### src/rtl/fb_pkg.sv
// Shared geometry, address layout and scan-state encoding for the framebuffer
// scanout path.
package fb_pkg;

  localparam int FB_WIDTH          = 480;
  localparam int FB_HEIGHT         = 272;
  localparam int FB_WORDS_PER_LINE = 120;
  localparam int FB_WORDS          = 32640;
  localparam int FB_BUF_BIT        = 15;
  localparam int FB_ADDR_W         = 16;

  typedef enum logic [1:0] {
    IDLE  = 2'd0,
    FETCH = 2'd1,
    DRAIN = 2'd2
  } scan_state_t;

  // Pixel x=4k+i lives in byte lane i of word k.
  function automatic logic [7:0] word_byte(input logic [31:0] w, input logic [1:0] lane);
    return w[{lane, 3'b000} +: 8];
  endfunction

endpackage

### src/rtl/fb_word_fifo.sv
// Synchronous first-word-fall-through FIFO holding fetched framebuffer words.
module fb_word_fifo #(
  parameter int DEPTH = 8,
  parameter int WIDTH = 32
) (
  input  logic                     clk,
  input  logic                     reset,
  input  logic                     push,
  input  logic [WIDTH-1:0]         push_data,
  input  logic                     pop,
  output logic [WIDTH-1:0]         pop_data,
  output logic [$clog2(DEPTH):0]   count,
  output logic                     full,
  output logic                     empty
);

  localparam int AW = $clog2(DEPTH);
  localparam logic [AW:0] FULL_C = (AW+1)'(DEPTH);

  logic [WIDTH-1:0] mem_q [DEPTH];
  logic [AW-1:0]    wr_ptr_q, wr_ptr_d;
  logic [AW-1:0]    rd_ptr_q, rd_ptr_d;
  logic [AW:0]      count_q, count_d;
  logic             do_push, do_pop;

  assign empty    = (count_q == '0);
  assign full     = (count_q == FULL_C);
  assign count    = count_q;
  // Head word is visible combinationally so the unpacker can swap words without a bubble.
  assign pop_data = mem_q[rd_ptr_q];

  always_comb begin
    do_pop   = pop && !empty;
    do_push  = push && (!full || do_pop);
    wr_ptr_d = wr_ptr_q;
    rd_ptr_d = rd_ptr_q;
    count_d  = count_q;
    if (do_push) begin
      wr_ptr_d = wr_ptr_q + 1'b1;
    end
    if (do_pop) begin
      rd_ptr_d = rd_ptr_q + 1'b1;
    end
    case ({do_push, do_pop})
      2'b10:   count_d = count_q + 1'b1;
      2'b01:   count_d = count_q - 1'b1;
      default: count_d = count_q;
    endcase
  end

  always_ff @(posedge clk) begin
    if (do_push) begin
      mem_q[wr_ptr_q] <= push_data;
    end
  end

  always_ff @(posedge clk) begin
    if (!reset) begin
      wr_ptr_q <= '0;
      rd_ptr_q <= '0;
      count_q  <= '0;
    end else begin
      wr_ptr_q <= wr_ptr_d;
      rd_ptr_q <= rd_ptr_d;
      count_q  <= count_d;
    end
  end

endmodule

### src/rtl/fb_scanout_reader.sv
// Fetches one framebuffer over an Avalon-MM pipelined read master and streams
// its pixels in raster order on Avalon-ST, one frame per enable cycle.
module fb_scanout_reader
  import fb_pkg::*;
#(
  parameter int FIFO_DEPTH  = 8,
  parameter int MAX_PENDING = 4,
  parameter int FRAME_W     = FB_WIDTH,
  parameter int FRAME_H     = FB_HEIGHT
) (
  input  logic        clk,
  input  logic        reset,
  output logic        avm_fbuff_read,
  output logic [15:0] avm_fbuff_address,
  input  logic        avm_fbuff_waitrequest,
  input  logic [31:0] avm_fbuff_readdata,
  input  logic        avm_fbuff_readdatavalid,
  input  logic        avs_ctrl_write,
  input  logic [1:0]  avs_ctrl_writedata,
  output logic [3:0]  avs_ctrl_readdata,
  output logic [7:0]  aso_pix_data,
  output logic        aso_pix_valid,
  input  logic        aso_pix_ready,
  output logic        aso_pix_sop,
  output logic        aso_pix_eop,
  output logic        frame_done
);

  localparam int CW = $clog2(FIFO_DEPTH) + 1;
  localparam int OW = $clog2(MAX_PENDING + 1);
  localparam int XW = $clog2(FRAME_W);
  localparam int YW = $clog2(FRAME_H);

  localparam logic [CW:0]   DEPTH_C   = (CW+1)'(FIFO_DEPTH);
  localparam logic [OW-1:0] MAX_C     = OW'(MAX_PENDING);
  localparam logic [14:0]   LAST_WORD = 15'(FRAME_W * FRAME_H / 4 - 1);
  localparam logic [XW-1:0] X_LAST    = XW'(FRAME_W - 1);
  localparam logic [YW-1:0] Y_LAST    = YW'(FRAME_H - 1);

  scan_state_t   state_q, state_d;
  logic          enable_q, enable_d;
  logic          pending_buf_q, pending_buf_d;
  logic          active_buf_q, active_buf_d;
  logic [14:0]   word_index_q, word_index_d;
  logic [OW-1:0] outstanding_q, outstanding_d;
  logic [31:0]   word_q, word_d;
  logic          held_q, held_d;
  logic [1:0]    byte_idx_q, byte_idx_d;
  logic [XW-1:0] x_q, x_d;
  logic [YW-1:0] y_q, y_d;
  logic          frame_done_q, frame_done_d;

  logic          fifo_pop;
  logic          fifo_full;
  logic          fifo_empty;
  logic [31:0]   fifo_data;
  logic [CW-1:0] fifo_count;

  logic [CW:0]   credit_sum;
  logic          issue_ok;
  logic          accept;
  logic          resp;
  logic          pix_fire;
  logic          last_byte;

  fb_word_fifo #(
    .DEPTH (FIFO_DEPTH),
    .WIDTH (32)
  ) u_fifo (
    .clk       (clk),
    .reset     (reset),
    .push      (resp),
    .push_data (avm_fbuff_readdata),
    .pop       (fifo_pop),
    .pop_data  (fifo_data),
    .count     (fifo_count),
    .full      (fifo_full),
    .empty     (fifo_empty)
  );

  // Every request in flight owns a FIFO slot, so a returning word always fits.
  always_comb begin
    credit_sum = {{(CW+1-OW){1'b0}}, outstanding_q} + {1'b0, fifo_count};
    issue_ok   = (state_q == FETCH) && (outstanding_q < MAX_C) &&
                 (credit_sum < DEPTH_C) && !fifo_full;
    accept     = issue_ok && !avm_fbuff_waitrequest;
    resp       = avm_fbuff_readdatavalid && (outstanding_q != '0);
    pix_fire   = held_q && aso_pix_ready;
    last_byte  = (byte_idx_q == 2'd3);
    fifo_pop   = !fifo_empty && (!held_q || (pix_fire && last_byte));
  end

  assign avm_fbuff_read    = issue_ok;
  assign avm_fbuff_address = {active_buf_q, word_index_q};
  assign avs_ctrl_readdata = {(state_q != IDLE), active_buf_q, pending_buf_q, enable_q};
  assign aso_pix_valid     = held_q;
  assign aso_pix_data      = word_byte(word_q, byte_idx_q);
  assign aso_pix_sop       = held_q && (x_q == '0) && (y_q == '0);
  assign aso_pix_eop       = held_q && (x_q == X_LAST) && (y_q == Y_LAST);
  assign frame_done        = frame_done_q;

  always_comb begin
    state_d       = state_q;
    enable_d      = enable_q;
    pending_buf_d = pending_buf_q;
    active_buf_d  = active_buf_q;
    word_index_d  = word_index_q;
    outstanding_d = outstanding_q;
    word_d        = word_q;
    held_d        = held_q;
    byte_idx_d    = byte_idx_q;
    x_d           = x_q;
    y_d           = y_q;
    frame_done_d  = pix_fire && aso_pix_eop;

    if (avs_ctrl_write) begin
      enable_d      = avs_ctrl_writedata[0];
      pending_buf_d = avs_ctrl_writedata[1];
    end

    case ({accept, resp})
      2'b10:   outstanding_d = outstanding_q + 1'b1;
      2'b01:   outstanding_d = outstanding_q - 1'b1;
      default: outstanding_d = outstanding_q;
    endcase

    if (fifo_pop) begin
      word_d     = fifo_data;
      held_d     = 1'b1;
      byte_idx_d = 2'd0;
    end else if (pix_fire && last_byte) begin
      held_d     = 1'b0;
      byte_idx_d = 2'd0;
    end else if (pix_fire) begin
      byte_idx_d = byte_idx_q + 1'b1;
    end

    if (pix_fire) begin
      if (x_q == X_LAST) begin
        x_d = '0;
        y_d = (y_q == Y_LAST) ? '0 : y_q + 1'b1;
      end else begin
        x_d = x_q + 1'b1;
      end
    end

    case (state_q)
      IDLE: begin
        // Buffer choice is sampled only here, so mid-frame writes wait for the next frame.
        if (enable_q) begin
          state_d      = FETCH;
          active_buf_d = pending_buf_q;
          word_index_d = '0;
          x_d          = '0;
          y_d          = '0;
        end
      end
      FETCH: begin
        if (accept) begin
          word_index_d = word_index_q + 15'd1;
          if (word_index_q == LAST_WORD) begin
            state_d = DRAIN;
          end
        end
      end
      DRAIN: begin
        if (frame_done_q) begin
          state_d = IDLE;
        end
      end
      default: state_d = IDLE;
    endcase
  end

  always_ff @(posedge clk) begin
    if (!reset) begin
      state_q       <= IDLE;
      enable_q      <= 1'b0;
      pending_buf_q <= 1'b0;
      active_buf_q  <= 1'b0;
      word_index_q  <= '0;
      outstanding_q <= '0;
      word_q        <= '0;
      held_q        <= 1'b0;
      byte_idx_q    <= '0;
      x_q           <= '0;
      y_q           <= '0;
      frame_done_q  <= 1'b0;
    end else begin
      state_q       <= state_d;
      enable_q      <= enable_d;
      pending_buf_q <= pending_buf_d;
      active_buf_q  <= active_buf_d;
      word_index_q  <= word_index_d;
      outstanding_q <= outstanding_d;
      word_q        <= word_d;
      held_q        <= held_d;
      byte_idx_q    <= byte_idx_d;
      x_q           <= x_d;
      y_q           <= y_d;
      frame_done_q  <= frame_done_d;
    end
  end

endmodule

### config.mk
export PLATFORM = sky130hd
export DESIGN_NAME = fb_scanout_reader
export DESIGN_NICKNAME = d
export VERILOG_FILES = /design/src/rtl/fb_pkg.sv /design/src/rtl/fb_word_fifo.sv /design/src/rtl/fb_scanout_reader.sv
export SDC_FILE = /design/constraint.sdc
export NUM_CORES = 1
export LEC_CHECK = 0
export ABC_AREA = 1
export CORE_ASPECT_RATIO = 0.75
export CORE_UTILIZATION = 54
export CTS_CLUSTER_SIZE = 12
export DETAILED_ROUTE_END_ITERATION = 8
export GPL_ROUTABILITY_DRIVEN = 0
export PLACE_DENSITY = 0.76
export SLEW_MARGIN = 20
export SYNTH_ARGS = -nofsm -noshare
export SYNTH_HDL_FRONTEND = slang
export SYNTH_SLANG_ARGS = --single-unit
### constraint.sdc
create_clock -name clk -period 3.24 [get_ports clk]
set_input_delay 0.648 -clock clk [delete_from_list [all_inputs] [get_ports clk]]
set_output_delay 0.648 -clock clk [all_outputs]
set_load 0.01 [all_outputs]
==> impl_metrics.tcl, run 1 <==
set metrics [dict create \
    outcome "finished, final reports clean" \
    r2r_cells 7 \
    min_to "word_q[14]$_SDFFE_PN0P_" \
    tightest_slew_ns 0.715 \
    rows 50 \
    grt_usage 0.238 \
    cts_root_buffer "clkbuf_16" \
    fp.dieW_um 188 \
    cts_buffer_depth 3 \
    crit_arrival_ns 2.41 \
    clk_pin_slew_worst_paths_ns 0.06 \
    place_area_um2 15100 \
    clock.fmax_mhz 327 \
    r2r-end "u_fifo.mem_q[6][17]$_DFFE_PP_" \
    critPathSlowestCell "clkdlybuf4s50_1" \
    end_kind "output pin" \
    final_cell_mix "edfxtp_1 (256), nor2_1 (216), o21ai_0 (166)" \
    r2r_slack_ns 0.72 \
    netlist.area_leader.share 0.551 \
    fin_worst_skew_ns 0.0122 \
    drt-wirelength-per-cell_um 18.4 \
    drt_iter0_markers 1166 \
    maxCapViolCount 0 \
    worst_path_largest_cell_delay_ns 0.59 \
    post-dp-hpwl_um 18300 \
    dieArea_um2 26500 \
    h-tree-depth 2 \
    syn_to_final_growth_pct 15.5 \
    syn_nets 1319 \
    clkLatencyLatePin_ns 0.52 \
    numCtsBuffers 35 \
    ys_warn_count 0 \
    post_cts_resize_count 0 \
    criticalPathCategory "reg2out" \
    port_buffers 72 \
    slew_headroom 0.524 \
    crit_path_max_fanout 18 \
    synth_area_um2 14000 \
    synth_seq_cells 343 \
    finalInstanceArea_um2 16100 \
    grt_setup_unrepaired "no" \
    final.period_utilization 0.945 \
    nets 1382 \
    cts_hold_buf 0 \
    seqPwrFrac 0.446 \
    start_util 0.555 \
    route.detailed.drc 0 \
    die_h_um 141 \
    r2r-start "byte_idx_q[1]$_SDFFE_PP0P_" \
    hold_viol 0 \
    antenna_cells 0 \
    overflow 0 \
    syn-instance-count 1264 \
    first_pass_iters 5 \
    cp.required_ns 2.59 \
    layout_commonest_cell "edfxtp_1" \
    postCtsSetupBuffers 0 \
    synthTopCellsByArea "edfxtp_1 (55%), dfxtp_1 (12%), nor2_1 (6.0%)" \
    antenna_found_initial 0 \
    hold_depth 2 \
    leakagePower_nw 5.59 \
    clock-sinks 343 \
    period_needed_ns 3.06 \
    netSwitchingPower_mw 3.77 \
    grt_pass1_vias 9270 \
    slew_violations 0 \
    ant_nets 0 \
    path_cells "buf_4 > inv_1 > o21ai_0 > o22ai_1 > clkdlybuf4s50_1" \
    layout-drive-gt1-share 0.0731 \
    io_pins 73 \
    cellPowerDensity_nw_per_um2 742 \
    tritoncts "done" \
    startpoint_type "register" \
    hold_path.class "reg2reg" \
    tns_ns 0 \
    dr_total_vias 9735 \
    yosysSeqAreaShare 0.676 \
    grt_pass1_wl_um 49300 \
    grt_max_degree 131 \
    final_util 0.641 \
    hp-start "word_q[14]$_SDFFE_PN0P_" \
    power.share.clock 0.308 \
    drt_wl_total_um 31200 \
    setup_violations 0 \
    synthDistinctLibCells 36 \
    core-area_um2 25100 \
    swShare 0.315 \
    avgSynthCellArea_um2 11.0 \
    ir_worst_vdd_v 0.000437 \
    combPwrFrac 0.246 \
    p_total_mw 12.0 \
    synth_top_area_cell "edfxtp_1" \
    via_per_inst 5.75 \
    p_int_mw 8.19 \
]
-- worst max path at each step --
stage          depth (start not counted)                            end  slack, ns                        from
6_report                               5                aso_pix_data[1]       0.18  byte_idx_q[0]$_SDFFE_PP0P_
3_3_place_gp                           7  u_fifo.mem_q[6][19]$_DFFE_PP_       0.34               aso_pix_ready
2_1_floorplan                          5   u_fifo.mem_q[0][0]$_DFFE_PP_       0.12               aso_pix_ready
5_1_grt                                8                    aso_pix_eop       0.08           y_q[0]$_SDFF_PN0_
4_1_cts                                5                aso_pix_data[3]       0.19  byte_idx_q[0]$_SDFFE_PP0P_
3_5_place_dp                           7  u_fifo.mem_q[6][19]$_DFFE_PP_       0.27               aso_pix_ready
-- flip-flops by register name, indices dropped and copies added (netlist names), 2 cells and up --
| signal | cells |
|---|---|
| y_q | 9 |
| u_fifo.count | 4 |
| word_q | 32 |
| u_fifo.rd_ptr_q | 3 |
| byte_idx_q | 2 |
| x_q | 9 |
| u_fifo.mem_q | 256 |
| u_fifo.wr_ptr_q | 3 |
| outstanding_q | 3 |
| state_q | 2 |
| word_index_q | 15 |
-- worst max-delay path: cells and delay by family (launching register included) --
kind                   cells  cell delay [ns]
DFF                        1             0.31
buffers and inverters      3             1.17
AOI/OAI and AO/OA          2             0.41
-- routing by layer --
| metal | part of all wire | vias up | GRT usage |
|---|---|---|---|
| met5 | 0 | - | 0 |
| met4 | 0.016 | 0 | 0.0732 |
| met3 | 0.083 | 60 | 0.0413 |
| met2 | 0.46 | 437 | 0.378 |
| met1 | 0.44 | 4618 | 0.338 |
| li1 | - | 4620 | - |
-- cell usage after synthesis --
cell type / instances
nand2_1: 162
a31oi_1: 1
nor3_1: 10
or2_1: 1
a21oi_1: 28
o21ai_0: 166
nand3_2: 1
clkbuf_1: 36
fa_1: 2
nand3_1: 59
o21ai_2: 2
a21oi_2: 1
inv_2: 9
dfxtp_1: 87
nor4_1: 1
nand2_4: 1
buf_4: 5
or3_1: 1
nand2_2: 6
o221ai_1: 64
a211oi_1: 1
o21ai_1: 1
nor2_2: 5
nor3b_1: 3
and3_1: 1
o22ai_1: 8
buf_6: 7
nor2_8: 1
nand4_1: 13
edfxtp_1: 256
xnor2_1: 1
inv_1: 64
nor2_1: 224
xor2_1: 4
buf_2: 19
ha_1: 13
-- power groups by stage --
stage | logic [mW] | clock network (mW) | registers [mW]
2_1_floorplan | 2.02 | 0 | 5.35
4_1_cts | 2.94 | 3.73 | 5.32
5_1_grt | 3.27 | 3.90 | 5.36
3_5_place_dp | 2.91 | 0 | 5.41
6_report | 2.95 | 3.68 | 5.33
3_3_place_gp | 2.82 | 0 | 5.40
-- kinds of logic (layout without fill, tap and decap cells) --
kind of cell    count (synthesis)  count (layout)  share of synthesized area
compound gates                272             272                      0.117
buf+inv                       140             230                     0.0445
flops                         343             343                      0.676
fa+ha+maj                      15              15                     0.0145
xor+xnor                        5               5                    0.00314
simple gates                  489             489                      0.146
-- through the flow --
step / hold WS [ns] / worst slack (ns) / instances
global route: 0.468 / 0.0802 / 1692
global placement: 0.438 / 0.338 / 1628
floorplan: 0.421 / 0.120 / 1264
detailed placement: 0.440 / 0.271 / 1628
CTS: 0.452 / 0.186 / 1692
finish: 0.458 / 0.178 / 1692
-- area by class of cell --
type | count | area, um2
clock inverter | 5 | 35.0
fill | 1918 | 9030
tap | 338 | 423
inverter | 73 | 275
multi-input combinational | 781 | 3970
clock buffer | 59 | 996
sequential | 343 | 9430
timing repair buffer | 93 | 991
Note: power is estimated with default switching activity, not from simulation.
==> run 2, diff against run 1 <==
--- a/config.mk
+++ b/config.mk
@@ -11,8 +11,8 @@
 export CTS_CLUSTER_SIZE = 12
 export DETAILED_ROUTE_END_ITERATION = 8
 export GPL_ROUTABILITY_DRIVEN = 0
-export PLACE_DENSITY = 0.76
-export SLEW_MARGIN = 20
+export PLACE_DENSITY_LB_ADDON = 0.25
+export SLEW_MARGIN = 25
 export SYNTH_ARGS = -nofsm -noshare
 export SYNTH_HDL_FRONTEND = slang
 export SYNTH_SLANG_ARGS = --single-unit
==> run 2 against run 1 <==
Net effect: cell area up 0.29%; routed wire length up 1.1%; clock power up 4%; core utilization up 0.19 points; sequential share of layout area down 0.17 points; non-clock buffer count up 2; critical endpoint unchanged.
==> impl_metrics.tcl, run 2 (synthesis gave the netlist of run 1 again) <==
set metrics [dict create \
    ir_worst_vdd_v 0.000587 \
    post_cts_resize_count 0 \
    final_util 0.643 \
    tightest_slew_ns 0.896 \
    cp.required_ns 2.59 \
    crit_arrival_ns 2.36 \
    place_inst 1630 \
    r2r_cells 16 \
    fin_worst_skew_ns 0.0127 \
    antenna_found_initial 0 \
    p_total_mw 12.1 \
    tritoncts "done" \
    overflow 0 \
    fp.dieW_um 188 \
    ant_nets 0 \
    hp-start "word_q[1]$_SDFFE_PN0P_" \
    fin_cells 1693 \
    slew_headroom 0.402 \
    critical-path-top-delay-family "buffers and inverters" \
    nets 1384 \
    outcome "finished, final reports clean" \
    r2r-start "byte_idx_q[1]$_SDFFE_PP0P_" \
    criticalPathCategory "reg2out" \
    drt_wl_total_um 31500 \
    clkLatencyLatePin_ns 0.52 \
    via_per_inst 5.72 \
    clk_pin_slew_worst_paths_ns 0.06 \
    place_area_um2 15100 \
    first_pass_iters 5 \
    worst-path-buf-inv 3 \
    grt_max_degree 102 \
    final_cell_mix "edfxtp_1 (256), nor2_1 (216), o21ai_0 (166)" \
    core-area_um2 25100 \
    io_pins 73 \
    slew_violations 0 \
    tns_ns 0 \
    top_register "u_fifo.mem_q" \
    syn_to_final_growth_pct 15.9 \
    crit_path_max_fanout 19 \
    cts_hold_buf 0 \
    cts_root_buffer "clkbuf_16" \
    cts_buffer_depth 3 \
    startpoint_type "register" \
    post-dp-hpwl_um 18500 \
    dieArea_um2 26500 \
    hold_path.class "reg2reg" \
    final.period_utilization 0.930 \
    start_util 0.555 \
    numCtsBuffers 35 \
    worst_path_largest_cell_delay_ns 0.60 \
    layout-drive-gt1-share 0.0753 \
    leakagePower_nw 5.61 \
    maxCapViolCount 0 \
    grt_pass1_wl_um 50100 \
    r2r_slack_ns 0.81 \
    drt_iter0_markers 981 \
    setup_slack_ns 0.227 \
    r2r-end "u_fifo.count[3]$_SDFFE_PN0P_" \
    period_needed_ns 3.01 \
    grt_usage 0.243 \
    hold_depth 2 \
    whs_ns 0.453 \
    drt-wirelength-per-cell_um 18.6 \
    pre_cts_ws_ns 0.407 \
    dr_total_vias 9684 \
    setup_violations 0 \
    postCtsSetupBuffers 0 \
    reg_top3 "u_fifo.mem_q (256), word_q (32), word_index_q (15)" \
    finalInstanceArea_um2 16200 \
    grt_pass1_vias 9290 \
    largest_register_ffs 256 \
    port_buffers 72 \
    end_kind "output pin" \
    min_to "word_q[1]$_SDFFE_PN0P_" \
    h-tree-depth 2 \
    n_fill_cell 1963 \
    die_h_um 141 \
    cellPowerDensity_nw_per_um2 748 \
    route.detailed.drc 0 \
    antenna_cells 0 \
    layout_commonest_cell "edfxtp_1" \
    rows 50 \
    cp_num_cells 5 \
    hold_viol 0 \
    path_cells "buf_4 > inv_1 > o21ai_0 > o22ai_1 > clkdlybuf4s50_1" \
    critPathSlowestCell "clkdlybuf4s50_1" \
    grt_setup_unrepaired "no" \
    clock.fmax_mhz 332 \
    clock-sinks 343 \
]
[run 2: worst max path at each step]
stage	start	to	slack, ns
final	byte_idx_q[0]$_SDFFE_PP0P_	aso_pix_data[1]	0.23
after global routing	y_q[0]$_SDFF_PN0_	aso_pix_eop	0.0005
after global placement	aso_pix_ready	u_fifo.count[3]$_SDFFE_PN0P_	0.46
after CTS	byte_idx_q[0]$_SDFFE_PP0P_	aso_pix_data[2]	0.23
after floorplan	aso_pix_ready	u_fifo.mem_q[0][0]$_DFFE_PP_	0.12
after detailed placement	aso_pix_ready	u_fifo.count[3]$_SDFFE_PN0P_	0.41
[run 2: cell type report]
class	instances	area, um2	area share
inverters	73	275	0.0170
well taps	338	423	0.0262
flip-flops and latches	343	9430	0.584
multi-input cells	781	3970	0.245
clock buffers	60	1040	0.0641
clock inverters	3	40.0	0.00248
repair buffers	95	993	0.0614
[run 2: worst reg2reg max path: stages (launching register included)]
cell and delay (ns):
dfxtp_1 0.51, ha_1 0.21, inv_1 0.07, o21ai_2 0.25, nand2_4 0.15, inv_2 0.10
nand2_2 0.08, inv_1 0.09, ha_1 0.24, a21oi_1 0.15, nor2_1 0.05, nor2_1 0.14
nand2_1 0.07, nand2_1 0.08, nand3_1 0.07, nand2_1 0.06, nor2_1 0.03
[run 2: routing by layer]
| layer | GRT usage | part of all wire | vias to the layer above |
|---|---|---|---|
| met4 | 0.0672 | 0.020 | 0 |
| met2 | 0.390 | 0.46 | 353 |
| met3 | 0.0398 | 0.071 | 56 |
| li1 | - | - | 4632 |
| met1 | 0.345 | 0.45 | 4643 |
| met5 | 0 | 0 | - |
[run 2: power breakdown]
part / internal, mW / total [mW] / switching [mW]
registers: 5.13 / 5.37 / 0.238
logic: 0.955 / 2.90 / 1.94
clock network: 2.25 / 3.82 / 1.57
